File: src/rtl/eth_pkg.sv
// eth_pkg: shared constants and FSM state type for the Ethernet receive path.
package eth_pkg;

  localparam logic [7:0]  ETH_PREAMBLE    = 8'h55;
  localparam logic [7:0]  ETH_SFD         = 8'hD5;
  localparam logic [31:0] ETH_CRC_INIT    = 32'hFFFFFFFF;
  localparam logic [31:0] ETH_CRC_RESIDUE = 32'hC704DD7B;
  localparam logic [31:0] ETH_CRC_POLY    = 32'h04C11DB7;

  typedef enum logic [1:0] {
    IDLE     = 2'd0,
    PREAMBLE = 2'd1,
    DATA     = 2'd2,
    DROP     = 2'd3
  } state_t;

endpackage

File: src/rtl/crc32_byte_step.sv
// crc32_byte_step: one-byte parallel CRC-32 update, G(x)=0x04C11DB7, MSB-first
// register. The byte is consumed bit 0 first, matching wire order, which is the
// same as shifting the bit-reversed byte in MSB-first. No final inversion.
module crc32_byte_step
  import eth_pkg::*;
(
  input  logic [31:0] crc_in,
  input  logic [7:0]  byte_in,
  output logic [31:0] crc_out
);

  logic [31:0] crc_work;
  logic        fb;

  // Unrolled 8-step LFSR; synthesizes to the flat XOR equations.
  always_comb begin
    crc_work = crc_in;
    fb       = 1'b0;
    for (int i = 0; i < 8; i++) begin
      fb       = crc_work[31] ^ byte_in[i];
      crc_work = {crc_work[30:0], 1'b0} ^ (fb ? ETH_CRC_POLY : 32'h0);
    end
    crc_out = crc_work;
  end

endmodule

File: src/rtl/eth_fcs_check.sv
// eth_fcs_check: GMII receive FCS checker. Finds the SFD, runs CRC-32 over all
// following bytes and reports CRC/length status one clock after the last byte.
// Optional FCS_STRIP_EN: emits the frame bytes with the trailing 4-byte FCS
// removed through a 4-byte delay line (dout_valid/dout_data).
module eth_fcs_check #(
  parameter int MIN_LEN = 64,
  parameter int MAX_LEN = 1518
) (
  input  logic        clk,
  input  logic        rst_n,
  input  logic        rx_en,
  input  logic [7:0]  rx_data,
  output logic        frame_done,
  output logic        frame_ok,
  output logic        crc_err,
  output logic        short_err,
  output logic        long_err,
  output logic [15:0] frame_len,
  output logic        dout_valid,
  output logic [7:0]  dout_data
);
  import eth_pkg::*;

  localparam logic [15:0] MIN_LEN16 = 16'(MIN_LEN);
  localparam logic [15:0] MAX_LEN16 = 16'(MAX_LEN);

  state_t      state_reg;
  logic [31:0] crc_reg;
  logic [31:0] crc_next;
  logic [15:0] len_reg;
  logic        crc_bad;
  logic        len_short;
  logic        len_long;

  crc32_byte_step u_crc (
    .crc_in  (crc_reg),
    .byte_in (rx_data),
    .crc_out (crc_next)
  );

  assign crc_bad   = (crc_reg != ETH_CRC_RESIDUE);
  assign len_short = (len_reg < MIN_LEN16);
  assign len_long  = (len_reg > MAX_LEN16);

  // Frame FSM with CRC register, length counter and registered result flags.
  always_ff @(posedge clk or negedge rst_n) begin
    if (!rst_n) begin
      state_reg  <= IDLE;
      crc_reg    <= ETH_CRC_INIT;
      len_reg    <= 16'd0;
      frame_done <= 1'b0;
      frame_ok   <= 1'b0;
      crc_err    <= 1'b0;
      short_err  <= 1'b0;
      long_err   <= 1'b0;
      frame_len  <= 16'd0;
    end else begin
      frame_done <= 1'b0;
      case (state_reg)
        IDLE: begin
          if (rx_en) begin
            state_reg <= (rx_data == ETH_PREAMBLE) ? PREAMBLE : DROP;
          end
        end
        PREAMBLE: begin
          if (!rx_en) begin
            state_reg <= IDLE;
          end else if (rx_data == ETH_SFD) begin
            state_reg <= DATA;
            crc_reg   <= ETH_CRC_INIT;
            len_reg   <= 16'd0;
          end else if (rx_data != ETH_PREAMBLE) begin
            state_reg <= DROP;
          end
        end
        DATA: begin
          if (rx_en) begin
            crc_reg <= crc_next;
            if (len_reg != 16'hFFFF) begin
              len_reg <= len_reg + 16'd1;
            end
          end else begin
            // Frame end: latch the verdict, it holds until the next frame.
            state_reg  <= IDLE;
            frame_done <= 1'b1;
            crc_err    <= crc_bad;
            short_err  <= len_short;
            long_err   <= len_long;
            frame_ok   <= !(crc_bad || len_short || len_long);
            frame_len  <= len_reg;
          end
        end
        DROP: begin
          if (!rx_en) begin
            state_reg <= IDLE;
          end
        end
        default: state_reg <= IDLE;
      endcase
    end
  end

`ifdef FCS_STRIP_EN
  logic [7:0] dly_reg [4];
  logic [2:0] fill_reg;
  logic       shift_en;
  logic       sfd_hit;

  assign shift_en = (state_reg == DATA) && rx_en;
  assign sfd_hit  = (state_reg == PREAMBLE) && rx_en && (rx_data == ETH_SFD);

  // Delay line: once four bytes are held, each new byte releases the oldest.
  // The last four bytes of a frame (the FCS) are never released.
  always_ff @(posedge clk or negedge rst_n) begin
    if (!rst_n) begin
      for (int i = 0; i < 4; i++) dly_reg[i] <= 8'd0;
      fill_reg   <= 3'd0;
      dout_valid <= 1'b0;
      dout_data  <= 8'd0;
    end else begin
      dout_valid <= 1'b0;
      if (sfd_hit) begin
        for (int i = 0; i < 4; i++) dly_reg[i] <= 8'd0;
        fill_reg <= 3'd0;
      end else if (shift_en) begin
        dly_reg[0] <= rx_data;
        for (int i = 1; i < 4; i++) dly_reg[i] <= dly_reg[i-1];
        if (fill_reg == 3'd4) begin
          dout_valid <= 1'b1;
          dout_data  <= dly_reg[3];
        end else begin
          fill_reg <= fill_reg + 3'd1;
        end
      end
    end
  end
`else
  assign dout_valid = 1'b0;
  assign dout_data  = 8'd0;
`endif

endmodule

File: config.mk
export PLATFORM = sky130hd
export DESIGN_NAME = eth_fcs_check
export DESIGN_NICKNAME = d
export VERILOG_FILES = /design/src/rtl/eth_pkg.sv /design/src/rtl/crc32_byte_step.sv /design/src/rtl/eth_fcs_check.sv
export SDC_FILE = /design/constraint.sdc
export NUM_CORES = 1
export LEC_CHECK = 0
export BUFFER_PORTS_ARGS = -buffer_cell sky130_fd_sc_hd__buf_4
export CELL_PAD_IN_SITES_DETAIL_PLACEMENT = 1
export CELL_PAD_IN_SITES_GLOBAL_PLACEMENT = 1
export CORE_MARGIN = 4
export CORE_UTILIZATION = 48
export DETAILED_ROUTE_END_ITERATION = 10
export PLACE_DENSITY_LB_ADDON = 0.1
export SKIP_LAST_GASP = 1
export SYNTH_ARGS = -nofsm -noshare
export SYNTH_HDL_FRONTEND = slang
export SYNTH_HIERARCHICAL = 1
export SYNTH_SLANG_ARGS = --single-unit
File: constraint.sdc
create_clock -name clk -period 2.9 [get_ports clk]
set_clock_uncertainty 0.05 [all_clocks]
set_input_delay 0.435 -clock clk [delete_from_list [all_inputs] [get_ports clk]]
set_output_delay 0.435 -clock clk [all_outputs]
set_load 0.05 [all_outputs]
=== Yosys cells after proc, flatten, opt, wreduce, memory -nomap -nowiden ===
Cells that the tools add are included.

* Bits in registers: 71
* Input bits: 11
* Output and inout port bits: 30

* Add/subtract/negate cells: 1
* $lt $le $gt $ge: 2
* Equal/unequal tests: 15
* Muxes and demuxes: 26
* Bitwise gates (word level): 17
* Reductions and logical operators: 10

{| class="wikitable"
|+ Operators with widths
! kind !! count
|-
| XOR 32 bit || 8
|-
| two-way mux 27 bit || 8
|-
| two-way mux 32 bit || 3
|-
| two-way mux 16 bit || 4
|-
| one-hot mux 32 bit (2 select lines) || 1
|-
| inequality test 32 bit (second input constant) || 1
|-
| one-hot mux 16 bit (2 select lines) || 1
|-
| adder 16 x 1 -> 16 bit (second input constant) || 1
|-
| > comparator 16 x 11 -> 1 bit (second input constant) || 1
|-
| < comparator 16 x 7 -> 1 bit (second input constant) || 1
|-
| inequality test 16 bit (second input constant) || 1
|-
| two-way mux 2 bit || 6
|-
| inequality test 2 bit (second input constant) || 6
|-
| equality test 8 x 7 -> 1 bit (second input constant) || 1
|-
| equality test 8 bit (second input constant) || 1
|-
| inequality test 8 x 7 -> 1 bit (second input constant) || 1
|-
| XOR 1 bit || 8
|-
| one-hot mux 2 bit (3 select lines) || 1
|-
| AND reduction 5 bit || 1
|-
| equality test 2 bit (second input constant) || 2
|-
| inequality test 4 bit (second input constant) || 1
|-
| AND reduction 4 bit || 1
|-
| AND reduction 3 bit || 1
|-
| equality test 2 x 1 -> 1 bit (second input constant) || 1
|-
| 8 further kinds || 10
|}

=== Depth between registers and ports, before layout ===
Gate-level depths: netlist (run 1).

* Word-level depth: 26
* Depth in mapped cells: 6

=== Modules after synthesis ===
The synthesis (run 1) kept the hierarchy.

{| class="wikitable"
|+ By module, submodules not included
! module !! times used !! cells each !! area each (um^2)
|-
| eth_fcs_check || 1 || 342 || 3440.8
|-
| crc32_byte_step || 1 || 64 || 923.4
|}

=== Least setup slack after synthesis (run 1) ===
OpenSTA, ideal clock, no wires.

* Path kind: reg2reg
* Start: reg crc_reg[24]
* End: reg crc_reg[4]
* Data arrival time: 1.939 ns
* Required time: 2.771 ns
* Slack: 0.832 ns
* Cell stages (with the launch flop): 6
* Buffers on the path: 0
* Cells stage by stage: dfstp_2 -> xnor2_1 -> xnor2_1 -> xor3_4 -> nor3_1 -> nor2_1

* Cells in the longest elaborated chain, start to end: 12

{| class="wikitable"
|+ RTL lines
! item !! RTL line !! text
|-
| start, declared || eth_fcs_check.sv:28 || <nowiki>logic [31:0] crc_reg;</nowiki>
|-
| start signal, assigned || eth_fcs_check.sv:78 || <nowiki>crc_reg <= crc_next;</nowiki>
|-
| XOR 32 bit (7 in a row) || crc32_byte_step.sv:21 || <nowiki>crc_work = {crc_work[30:0], 1'b0} ^ (fb ? ETH_CRC_POLY : 32'h0);</nowiki>
|-
| XOR 1 bit || crc32_byte_step.sv:20 || <nowiki>fb = crc_work[31] ^ byte_in[i];</nowiki>
|-
| two-way mux 27 bit || crc32_byte_step.sv:21 ||
|-
| XOR 32 bit || crc32_byte_step.sv:21 ||
|-
| via crc_next[4] || eth_fcs_check.sv:29 || <nowiki>logic [31:0] crc_next;</nowiki>
|-
| two-way mux 32 bit || eth_fcs_check.sv:77 || <nowiki>if (rx_en) begin</nowiki>
|-
| one-hot mux 32 bit (2 select lines) || eth_fcs_check.sv:59 || <nowiki>case (state_reg)</nowiki>
|}

The timed path passes the listed nets, and every way through them passes these cells. The select of a mux whose other input is x is not followed.
A chain may end at the register's enable or synchronous reset.

=== Final worst setup path (run 1) ===
* Start: reg len_reg[0]
* End: reg len_reg[11]

* Cells in the longest elaborated chain, start to end: 4
* Elaborated cells between the ends (all ways): 7

{| class="wikitable"
|+ RTL lines
! item !! RTL line !! text
|-
| start, declared || eth_fcs_check.sv:30 || <nowiki>logic [15:0] len_reg;</nowiki>
|-
| start signal, assigned || eth_fcs_check.sv:80 || <nowiki>len_reg <= len_reg + 16'd1;</nowiki>
|-
| adder 16 x 1 -> 16 bit || eth_fcs_check.sv:80 ||
|-
| two-way mux 16 bit || eth_fcs_check.sv:79 || <nowiki>if (len_reg != 16'hFFFF) begin</nowiki>
|-
| two-way mux 16 bit || eth_fcs_check.sv:77 ||
|-
| one-hot mux 16 bit (2 select lines) || eth_fcs_check.sv:59 ||
|}

Several ways; a longest one is shown, not always the timed one. The select of a mux whose other input is x is not followed.

==> metrics.md, run 1 <==
| Metric | Value |
|---|---|
| Startpoint Class | flop |
| # hold bufs at CTS | 0 |
| Ys async rst share | 1.00 |
| Max-slew violations | 0 |
| Max Cap Violations | 0 |
| CP max stage cell | nor4_1 |
| Gr ovfl total | 0 |
| Worst slew pin tran | 0.910 ns |
| Worst vdd ir | 0.000531 V |
| Area Growth Syn to Fin | 10.9% |
| Share of cells above drive strength 1 | 0.287 |
| DRT iter0 DRCs | 214 |
| WP data arrival | 2.38 ns |
| Syn_area_per_cell | 10.7 um^2 |
| Num rows | 34 |
| Drt first pass iters | 4 |
| CORE AREA | 8760 um^2 |
| IO buf count | 31 |
| Starting density of the core | 0.498 |
| Top cell type by total area after synthesis | dfrtp_1 |
| Crit path depth | 5 |
| R2R cell count | 5 |
| Clock Path Buffers | 2 |
| # diodes | 0 |
| Final hold vios | 0 |
| Register area | 1820 um^2 |
| Clk_lat worst skew | 0.36 ns |
| Synth unique cells | 62 |
| Number of global-route vias before repair | 3264 |
| WL per Instance | 20.3 um |
| Seq/Total Area, Yosys | 0.416 |
| Post-synthesis register bit count | 71 |
| Top cells by count, synth | nor2_1, dfrtp_1, nor3_1 |
| Crit Path Max Fanout | 6 |
| Root Driver | clkbuf_8 |
| Global Route Usage Sum | 0.219 |
| CTS tree | done |
| Initial antenna violation count | 0 |
| I/O pins | 41 |
| Worst-path clk slew | 0.08 ns |
| P_leak | 2.02 nW |
| Routability cong. | 0.854 |
| CTS sink cnt | 71 |
| Die Y | 103 um |
| Hpwl dp | 7590 um |
| Routed Wire Length | 11000 um |
| DIE WIDTH | 103 um |
| WP data required | 3.06 ns |
| Ys flop type | dfrtp_1 |
| Nets@finish | 442 |
| Power Total | 5.79 mW |
| Top-area cell type share of the netlist area | 0.224 |
| Critical Path Most Common Cell | o311ai_0 |
| Hold Path Class | in2async |
| Post-cts sizing count | 0 |
| Area of the multi-input gates | 2380 um^2 |
| Critical path class | reg2reg |
| Final number of setup-violating endpoints | 0 |
| Setup TNS | 0 ns |
| CP top delay family | simple AND/OR/NAND/NOR gates |
| Min cycle time layout | 2.22 ns |
| # Post-CTS Setup Buffers | 0 |
| Pin count of the biggest net entering global routing | 72 |
| Fin crit share | 0.764 |
| Max-slew headroom | 0.393 |
| Outcome | completed |
| Num CTS Buffers | 9 |
| Synth Instances | 406 |
| CP cell instances | ha_1 -> nand4_1 -> nor4_1 -> o311ai_0 -> o311ai_0 |
| Cell Area, Synth | 4360 um^2 |
| Via count | 3171 |
| Peak Freq | 451 MHz |
| P per Cell Area | 1200 nW/um^2 |
| RSZ-0062 raised after global routing | false |
| H-tree Lvls | 3 |
| Remaining DRCs | 0 |
| WP buf/inv | 0 |
| Post-synth EDFFs | 0 |
| CP endpoint kind | flop |
| Die area | 10700 um^2 |
| # fillers | 987 |
| Count leader, synth | nor2_1 |
| Syn. warnings | 6 |
| Ranking of synthesized cells by area | dfrtp_1, dfstp_2, nor2_1 |
| CP max stage delay | 0.68 ns |
| First-pass GRT wire length | 17700 um |
| Routed vias/inst | 5.84 |
| Antenna viol nets, final | 0 |
| Max reg flops | 32 |
[cell usage in the layout (no fill, tap or decap), types with 2 or more instances in the layout]
cell type,Yosys,layout
nor4b_1,2,2
buf_4,12,38
xor3_1,4,4
nand2_1,15,15
or4_1,2,2
and4_1,3,3
o211ai_1,4,4
nor2_1,72,71
and4bb_2,2,2
nand4_1,8,8
o21a_1,2,2
xor3_4,4,4
xnor3_1,9,9
clkinvlp_4,0,3
xnor2_1,28,28
nor4_1,4,4
xnor2_4,3,3
a31oi_1,8,8
o31ai_1,2,2
o21ai_0,5,5
nand3_1,5,5
nand4b_1,5,5
o311ai_0,4,4
or3_1,2,2
and2_1,4,4
nor3_1,35,35
a21o_1,2,2
a21oi_1,2,2
a2bb2oi_1,2,2
a41oi_1,2,2
xor2_1,8,8
mux2_2,18,18
inv_1,5,5
and3_1,3,3
clkbuf_8,0,10
dfrtp_1,39,39
dfstp_2,32,32
xnor2_2,5,5
conb_1,1,9
[final timing paths]
path,start,slack [ns],to
max,len_reg[0],0.68,len_reg[11]
min,rst_n,0.17,state_reg[1]
max reg2reg,len_reg[0],0.68,len_reg[11]
min reg2reg,long_err,0.44,long_err
max in group asynchronous,rst_n,2.05,short_err
min in group clk,rx_data[7],0.26,state_reg[0]
[through the flow]
step / cells / instance area, um^2 / util / setup slack, ns / hold slack [ns]
after floorplan: 414 / 4390 / - / 0.832 / 0.0894
after global placement: 527 / 4640 / 0.530 / 0.701 / 0.427
after detailed placement: 527 / 4640 / 0.530 / 0.555 / 0.431
after CTS: 543 / 4840 / 0.552 / 0.694 / 0.195
after global routing: 543 / 4840 / 0.552 / 0.478 / 0.258
final: 543 / 4840 / 0.552 / 0.685 / 0.165
[report_power, final]
part / switching (mW) / leakage [nW] / internal (mW)
logic: 1.46 / 1.11 / 1.69
clock network: 0.400 / 0.0916 / 0.419
registers: 0.387 / 0.822 / 1.44
total: 2.25 / 2.02 / 3.54
[routing by layer]
layer / GRT usage / vias up / part of all wire
li1: - / 1473 / -
met1: 0.334 / 1605 / 0.49
met2: 0.320 / 82 / 0.45
met5: 0 / - / 0
met3: 0.0288 / 11 / 0.050
met4: 0.0747 / 0 / 0.012
[area by class of cell]
class	instances	share of cell area
multi-input cells	305	0.493
well taps	108	0.0279
flip-flops and latches	71	0.375
clock buffers	11	0.0292
clock inverters	5	0.0119
repair buffers	38	0.0589
inverters	5	0.00388
[cells by family after synthesis]
logic type,share of synthesized area
muxes,0.0464
xor gates and xnor gates,0.209
other,0.000859
AOI/OAI and AO/OA,0.0760
adders and majority gates,0.00287
buffers and inverters,0.0447
DFF,0.416
and+or+nand+nor,0.204
Power figures use the tool's default switching activity.
==> run 2: changes to the inputs <==
==> constraint.sdc (replaced) <==
create_clock -name clk -period 2.12 [get_ports clk]
set_clock_uncertainty 0.05 [all_clocks]
set_input_delay 0.318 -clock clk [delete_from_list [all_inputs] [get_ports clk]]
set_output_delay 0.318 -clock clk [all_outputs]
set_load 0.05 [all_outputs]
==> run 2 against run 1 <==
Utilization grew 3.0 points. Clock power is 31% higher. Die area is the same. Via count increased by 3.1%. Non-clock buffer count grew 26. Sequential share of layout area fell by 2.0 points. Power is 42% higher. Highest routed layer unchanged.
==> metrics.md, run 2 (synthesis results as in run 1) <==
| Metric | Value |
|---|---|
| Max-slew violations | 0 (unchanged) |
| Hold Path Class | in2reg |
| Remaining DRCs | 0 (unchanged) |
| Final number of setup-violating endpoints | 0 (unchanged) |
| # fillers | 968 (-1.9%) |
| Via count | 3270 (+3.1%) |
| Crit path depth | 5 (unchanged) |
| First-pass GRT wire length | 17800 um (+0.66%) |
| Num rows | 34 (unchanged) |
| WP data arrival | 2.33 ns (-0.05 ns) |
| Worst r2r dst | crc_reg[5] |
| Worst R2R Setup Slack | 0.02 ns (-0.67 ns) |
| Worst r2r src | crc_reg[25] |
| Startpoint Class | flop |
| Final hold vios | 0 (unchanged) |
| Worst vdd ir | 0.000652 V (+23%) |
| Initial antenna violation count | 0 (unchanged) |
| Global Route Usage Sum | 0.221 (+0.00220) |
| DP Worst Slack | -0.0148 ns (-0.570 ns) |
| Critical path origin | crc_reg[25] |
| Share of cells above drive strength 1 | 0.339 (+0.0518) |
| CP cell instances | xnor2_4 -> xor3_2 -> xnor3_1 -> nor3_1 -> nor2_1 |
| IO buf count | 31 (unchanged) |
| Num CTS Buffers | 9 (unchanged) |
| Pin count of the biggest net entering global routing | 38 (-47%) |
| CTS sink cnt | 71 (unchanged) |
| Routed vias/inst | 5.76 (-1.4%) |
| WP data required | 2.35 ns (-0.71 ns) |
| Worst slew pin tran | 0.561 ns (-0.349 ns) |
| R2R cell count | 5 (unchanged) |
| CP top delay family | XOR/XNOR gates |
| Final setup margin | 0.0196 ns (-0.665 ns) |
| RSZ-0062 raised after global routing | true |
| Critical path class | reg2reg |
| H-tree Lvls | 3 (unchanged) |
| Root Driver | clkbuf_8 |
| Max Cap Violations | 0 (unchanged) |
| Die Y | 103 um (unchanged) |
| Crit Path Max Fanout | 5 (-1) |
| CP max stage delay | 0.60 ns (-0.08 ns) |
| Antenna viol nets, final | 0 (unchanged) |
| WL per Instance | 20.0 um (-1.5%) |
| Clk_lat worst skew | 0.35 ns (about the same) |
| Most common cell after layout, fill and taps aside | nor2_1 |
| P per Cell Area | 1620 nW/um^2 (+35%) |
| Worst Setup EP | crc_reg[5] |
| Drt first pass iters | 4 (unchanged) |
| Nets@finish | 468 (+5.9%) |
| DIE WIDTH | 103 um (unchanged) |
| DRT iter0 DRCs | 156 (-27%) |
| I/O pins | 41 (unchanged) |
| P_leak | 2.17 nW (+7.3%) |
| Area Growth Syn to Fin | 17.0% |
| Gr ovfl total | 0 (unchanged) |
| CTS tree | done |
| Min cycle time layout | 2.10 ns (-0.115 ns) |
| Final core occ | 0.583 (+0.0303) |
| # diodes | 0 (unchanged) |
| Register area | 1820 um^2 (unchanged) |
| Worst-path clk slew | 0.08 ns (about the same) |
| Max reg flops | 32 (unchanged) |
| Clock Path Buffers | 2 (unchanged) |
| Outcome | completed |
| Power Total | 8.25 mW (+42%) |
| CP max stage cell | dfstp_2 |
| Routed Wire Length | 11300 um (+3.0%) |
| WP buf/inv | 0 (unchanged) |
| Die area | 10700 um^2 (unchanged) |
| CP endpoint kind | flop |
| Fin crit share | 0.991 (+0.227) |
| Starting density of the core | 0.498 (unchanged) |
| Hpwl dp | 8000 um (+5.4%) |
| Peak Freq | 476 MHz (+5.5%) |
| Area of the multi-input gates | 2450 um^2 (+2.8%) |
| Leading cell types in the layout, fill and taps excluded | nor2_1, buf_4, dfrtp_1 |
| CORE AREA | 8760 um^2 (unchanged) |
| Routability cong. | 0.811 (-5.0%) |
| Max-slew headroom | 0.625 (+0.232) |
| Number of global-route vias before repair | 3286 (+0.67%) |
-- run 2: layer usage --
metal | GRT usage | wire length [um] | up-vias
met2 | 0.325 | 5170 | 72
met3 | 0.0288 | 536 | 11
met5 | 0 | 0 | -
li1 | - | - | 1530
met1 | 0.340 | 5520 | 1657
met4 | 0.0667 | 125 | 0
-- run 2: stage by stage --
stage	hold slack [ns]	setup TNS [ns]	instance area [um^2]	std cells
2_1_floorplan	-0.0276	0	4390	414
3_5_place_dp	0.233	-0.0148	4800	547
4_1_cts	0.151	-0.00897	5030	563
3_3_place_gp	0.235	0	4800	547
5_1_grt	0.172	-0.0495	5100	568
6_report	0.165	0	5100	568
-- run 2: final cells by class --
cell class,instances,share of cell area
multi-input combinational,305,0.480
sequential,71,0.356
timing repair buffer,64,0.0971
tap,108,0.0265
clock buffer,9,0.0243
clock inverter,6,0.0123
inverter,5,0.00368
-- run 2: how the worst min path moves through the flow --
stage	slack (ns)	startpoint	end	cells after the start
after floorplan	-0.03	rst_n	crc_err	0
after global routing	0.17	rx_data[7]	state_reg[0]	2
after detailed placement	0.23	rst_n	state_reg[0]	1
after global placement	0.23	rst_n	state_reg[0]	1
final	0.16	rx_data[7]	state_reg[0]	2
after CTS	0.15	rx_data[7]	state_reg[0]	2
-- run 2: report_power, final --
part           switching [mW]  total, mW  leakage [nW]  internal (mW)
logic                    2.13       4.70          1.26           2.57
clock network           0.542       1.07        0.0871          0.532
registers               0.505       2.47         0.822           1.96
total                    3.18       8.25          2.17           5.07
-- run 2: timing repair --
action                                  CTS  global route
hold buffers                              1             0
pin swaps                                 1             5
setup buffers                             0             5
gates resized for setup                   4             5
endpoints found under the setup margin    3            10
endpoints found under the hold margin    20             0
==> run 3: changes to the inputs <==
--- a/config.mk
+++ b/config.mk
@@ -11,7 +11,8 @@
 export CORE_MARGIN = 4
 export CORE_UTILIZATION = 48
 export DETAILED_ROUTE_END_ITERATION = 10
-export PLACE_DENSITY_LB_ADDON = 0.1
+export PLACE_DENSITY_LB_ADDON = 0.2
+export SETUP_SLACK_MARGIN = 0.3
 export SKIP_LAST_GASP = 1
 export SYNTH_ARGS = -nofsm -noshare
 export SYNTH_HDL_FRONTEND = slang
==> run 3 against run 2 <==
Die area unchanged. Combinational power increased by 34%. Utilization increased by 8.4 points. Via count increased by 20%. Final cell count increased by 8.6%. Routed wire length increased by 46%. First-iteration DRC count increased by 110%. Clock power increased by 17%. Cell area increased by 14%. Clock-buffer cell count increased by 1. Largest cell class unchanged. Highest routed layer unchanged.
==> metrics.md, run 3 (synthesis results as in run 1) <==
| Metric | Value |
|---|---|
| Via count | 3939 (+20%) |
| Root Driver | clkbuf_8 |
| Outcome | completed |
| Clock Path Buffers | 2 (unchanged) |
| Critical path origin | crc_reg[30] |
| Worst Setup EP | crc_reg[12] |
| Global Route Usage Sum | 0.258 (+0.0369) |
| IO buf count | 31 (unchanged) |
| RSZ-0062 raised after global routing | true |
| GR Layer Usage met1 | 0.363 (+0.0234) |
| Worst slew pin tran | 0.702 ns (+0.141 ns) |
| Final hold vios | 0 (unchanged) |
| Gr ovfl total | 0 (unchanged) |
| Setup TNS | 0 ns (unchanged) |
| Nets@finish | 516 (+10%) |
| Num CTS Buffers | 9 (unchanged) |
| Die area | 10700 um^2 (unchanged) |
| Fin crit share | 0.981 (-0.00994) |
| Peak Freq | 481 MHz (+1.0%) |
| WP data required | 2.35 ns (about the same) |
| Worst vdd ir | 0.000903 V (+39%) |
| WHS | 0.211 ns (+0.0461 ns) |
| Most common cell after layout, fill and taps aside | buf_4 |
| CORE AREA | 8760 um^2 (unchanged) |
| Num rows | 34 (unchanged) |
| WP data arrival | 2.31 ns (-0.02 ns) |
| Share of cells above drive strength 1 | 0.481 (+0.142) |
| H-tree Lvls | 3 (unchanged) |
| Clk_lat worst skew | 0.36 ns (about the same) |
| Number of global-route vias before repair | 3713 (+13%) |
| Critical path class | reg2reg |
| Hold Path Class | in2reg |
| DRT iter0 DRCs | 325 (+110%) |
| CP endpoint kind | flop |
| Antenna viol nets, final | 0 (unchanged) |
| Drt first pass iters | 5 (+1) |
| CTS tree | done |
| Routability cong. | 0.806 (-0.56%) |
| Worst Hold Launch | rx_en |
| Max-slew violations | 0 (unchanged) |
| Routed Wire Length | 16600 um (+46%) |
| R2R cell count | 6 (+1) |
| Routed vias/inst | 6.38 (+11%) |
| Worst R2R Setup Slack | 0.04 ns (+0.02 ns) |
| GRT met2 Usage | 0.411 (+0.0858) |
| Crit Path Max Fanout | 6 (+1) |
| Area Growth Syn to Fin | 33.7% |
| Leading cell types in the layout, fill and taps excluded | buf_4, nor2_1, dfstp_2 |
| First-pass GRT wire length | 20900 um (+17%) |
| CTS sink cnt | 71 (unchanged) |
| P_leak | 2.53 nW (+17%) |
| Starting density of the core | 0.498 (unchanged) |
| Min cycle time layout | 2.08 ns (-0.0211 ns) |
| WL per Instance | 26.9 um (+35%) |
| Met3 Use GR | 0.0355 (+0.00671) |
| DIE WIDTH | 103 um (unchanged) |
| Final number of setup-violating endpoints | 0 (unchanged) |
| Die Y | 103 um (unchanged) |
| Grt peak-use layer | met2 |
| Remaining DRCs | 0 (unchanged) |
| I/O pins | 41 (unchanged) |
| Max reg flops | 32 (unchanged) |
| Worst r2r src | crc_reg[30] |
| Hpwl dp | 7820 um (-2.3%) |
| # diodes | 0 (unchanged) |
| Pin count of the biggest net entering global routing | 38 (unchanged) |
| Power Total | 10.1 mW (+22%) |
| Max-slew headroom | 0.531 (-0.0940) |
| Startpoint Class | flop |
| Worst r2r dst | crc_reg[12] |
| Max Cap Violations | 0 (unchanged) |
| P per Cell Area | 1730 nW/um^2 (+6.9%) |
| Initial antenna violation count | 0 (unchanged) |
| Worst-path clk slew | 0.08 ns (about the same) |
==> run 3: changes by cell type in the layout (fill, tap and decap cells not counted), sizes merged <==
cell / change
buf: +48
clkinv: +1
bufinv: +1
clkinvlp: -2
clkbuf: +1
==> run 3: worst min path at each step <==
stage	to	slack (ns)	cells past startpoint
global placement	state_reg[1]	0.24	1
floorplan	crc_err	-0.03	0
finish	state_reg[1]	0.21	2
global route	state_reg[1]	0.21	2
detailed placement	state_reg[1]	0.24	1
CTS	state_reg[1]	0.20	2
==> run 3: timing repair <==
action,in CTS,in global routing
gates resized for setup,27,41
setup endpoints to repair,32,43
setup buffers,29,31
pin swaps,24,17
hold buffers,1,0
hold endpoints to repair,18,0
==> run 3: layout make-up <==
type / count / area, um^2
inverter: 5 / 18.8
timing repair buffer: 112 / 918
fill: 907 / 2930
multi-input combinational: 305 / 2720
clock buffer: 10 / 128
clock inverter: 6 / 86.3
sequential: 71 / 1830
tap: 108 / 135
==> run 3: worst max-delay path, stage by stage (launching register included) <==
cell and delay (ns):
dfstp_2 0.61, xnor2_4 0.21, buf_4 0.20, xnor3_1 0.37, xnor3_1 0.27, nor3_2 0.22, nor2_1 0.08
==> run 3: per-layer routing <==
layer | vias up | routed length (um)
met2 | 220 | 8000
met1 | 2035 | 6790
met4 | 0 | 748
li1 | 1614 | -
met5 | - | 0
met3 | 70 | 1040
==> run 3: where the power goes <==
group          leakage (nW)  internal, mW  switching (mW)
combinational          1.61          3.31            2.97
clock                 0.106         0.662           0.589
sequential            0.809          1.97           0.574
==> run 3: per-stage QoR <==
| step | utilization | setup slack (ns) | area [um^2] | std cells |
|---|---|---|---|---|
| 4_1_cts | 0.617 | 0.219 | 5410 | 586 |
| 2_1_floorplan | - | 0.280 | 4440 | 414 |
| 3_3_place_gp | 0.548 | 0.102 | 4800 | 540 |
| 5_1_grt | 0.666 | 0.0575 | 5840 | 617 |
| 3_5_place_dp | 0.548 | 0.0509 | 4800 | 540 |
| 6_report | 0.666 | 0.0406 | 5840 | 617 |
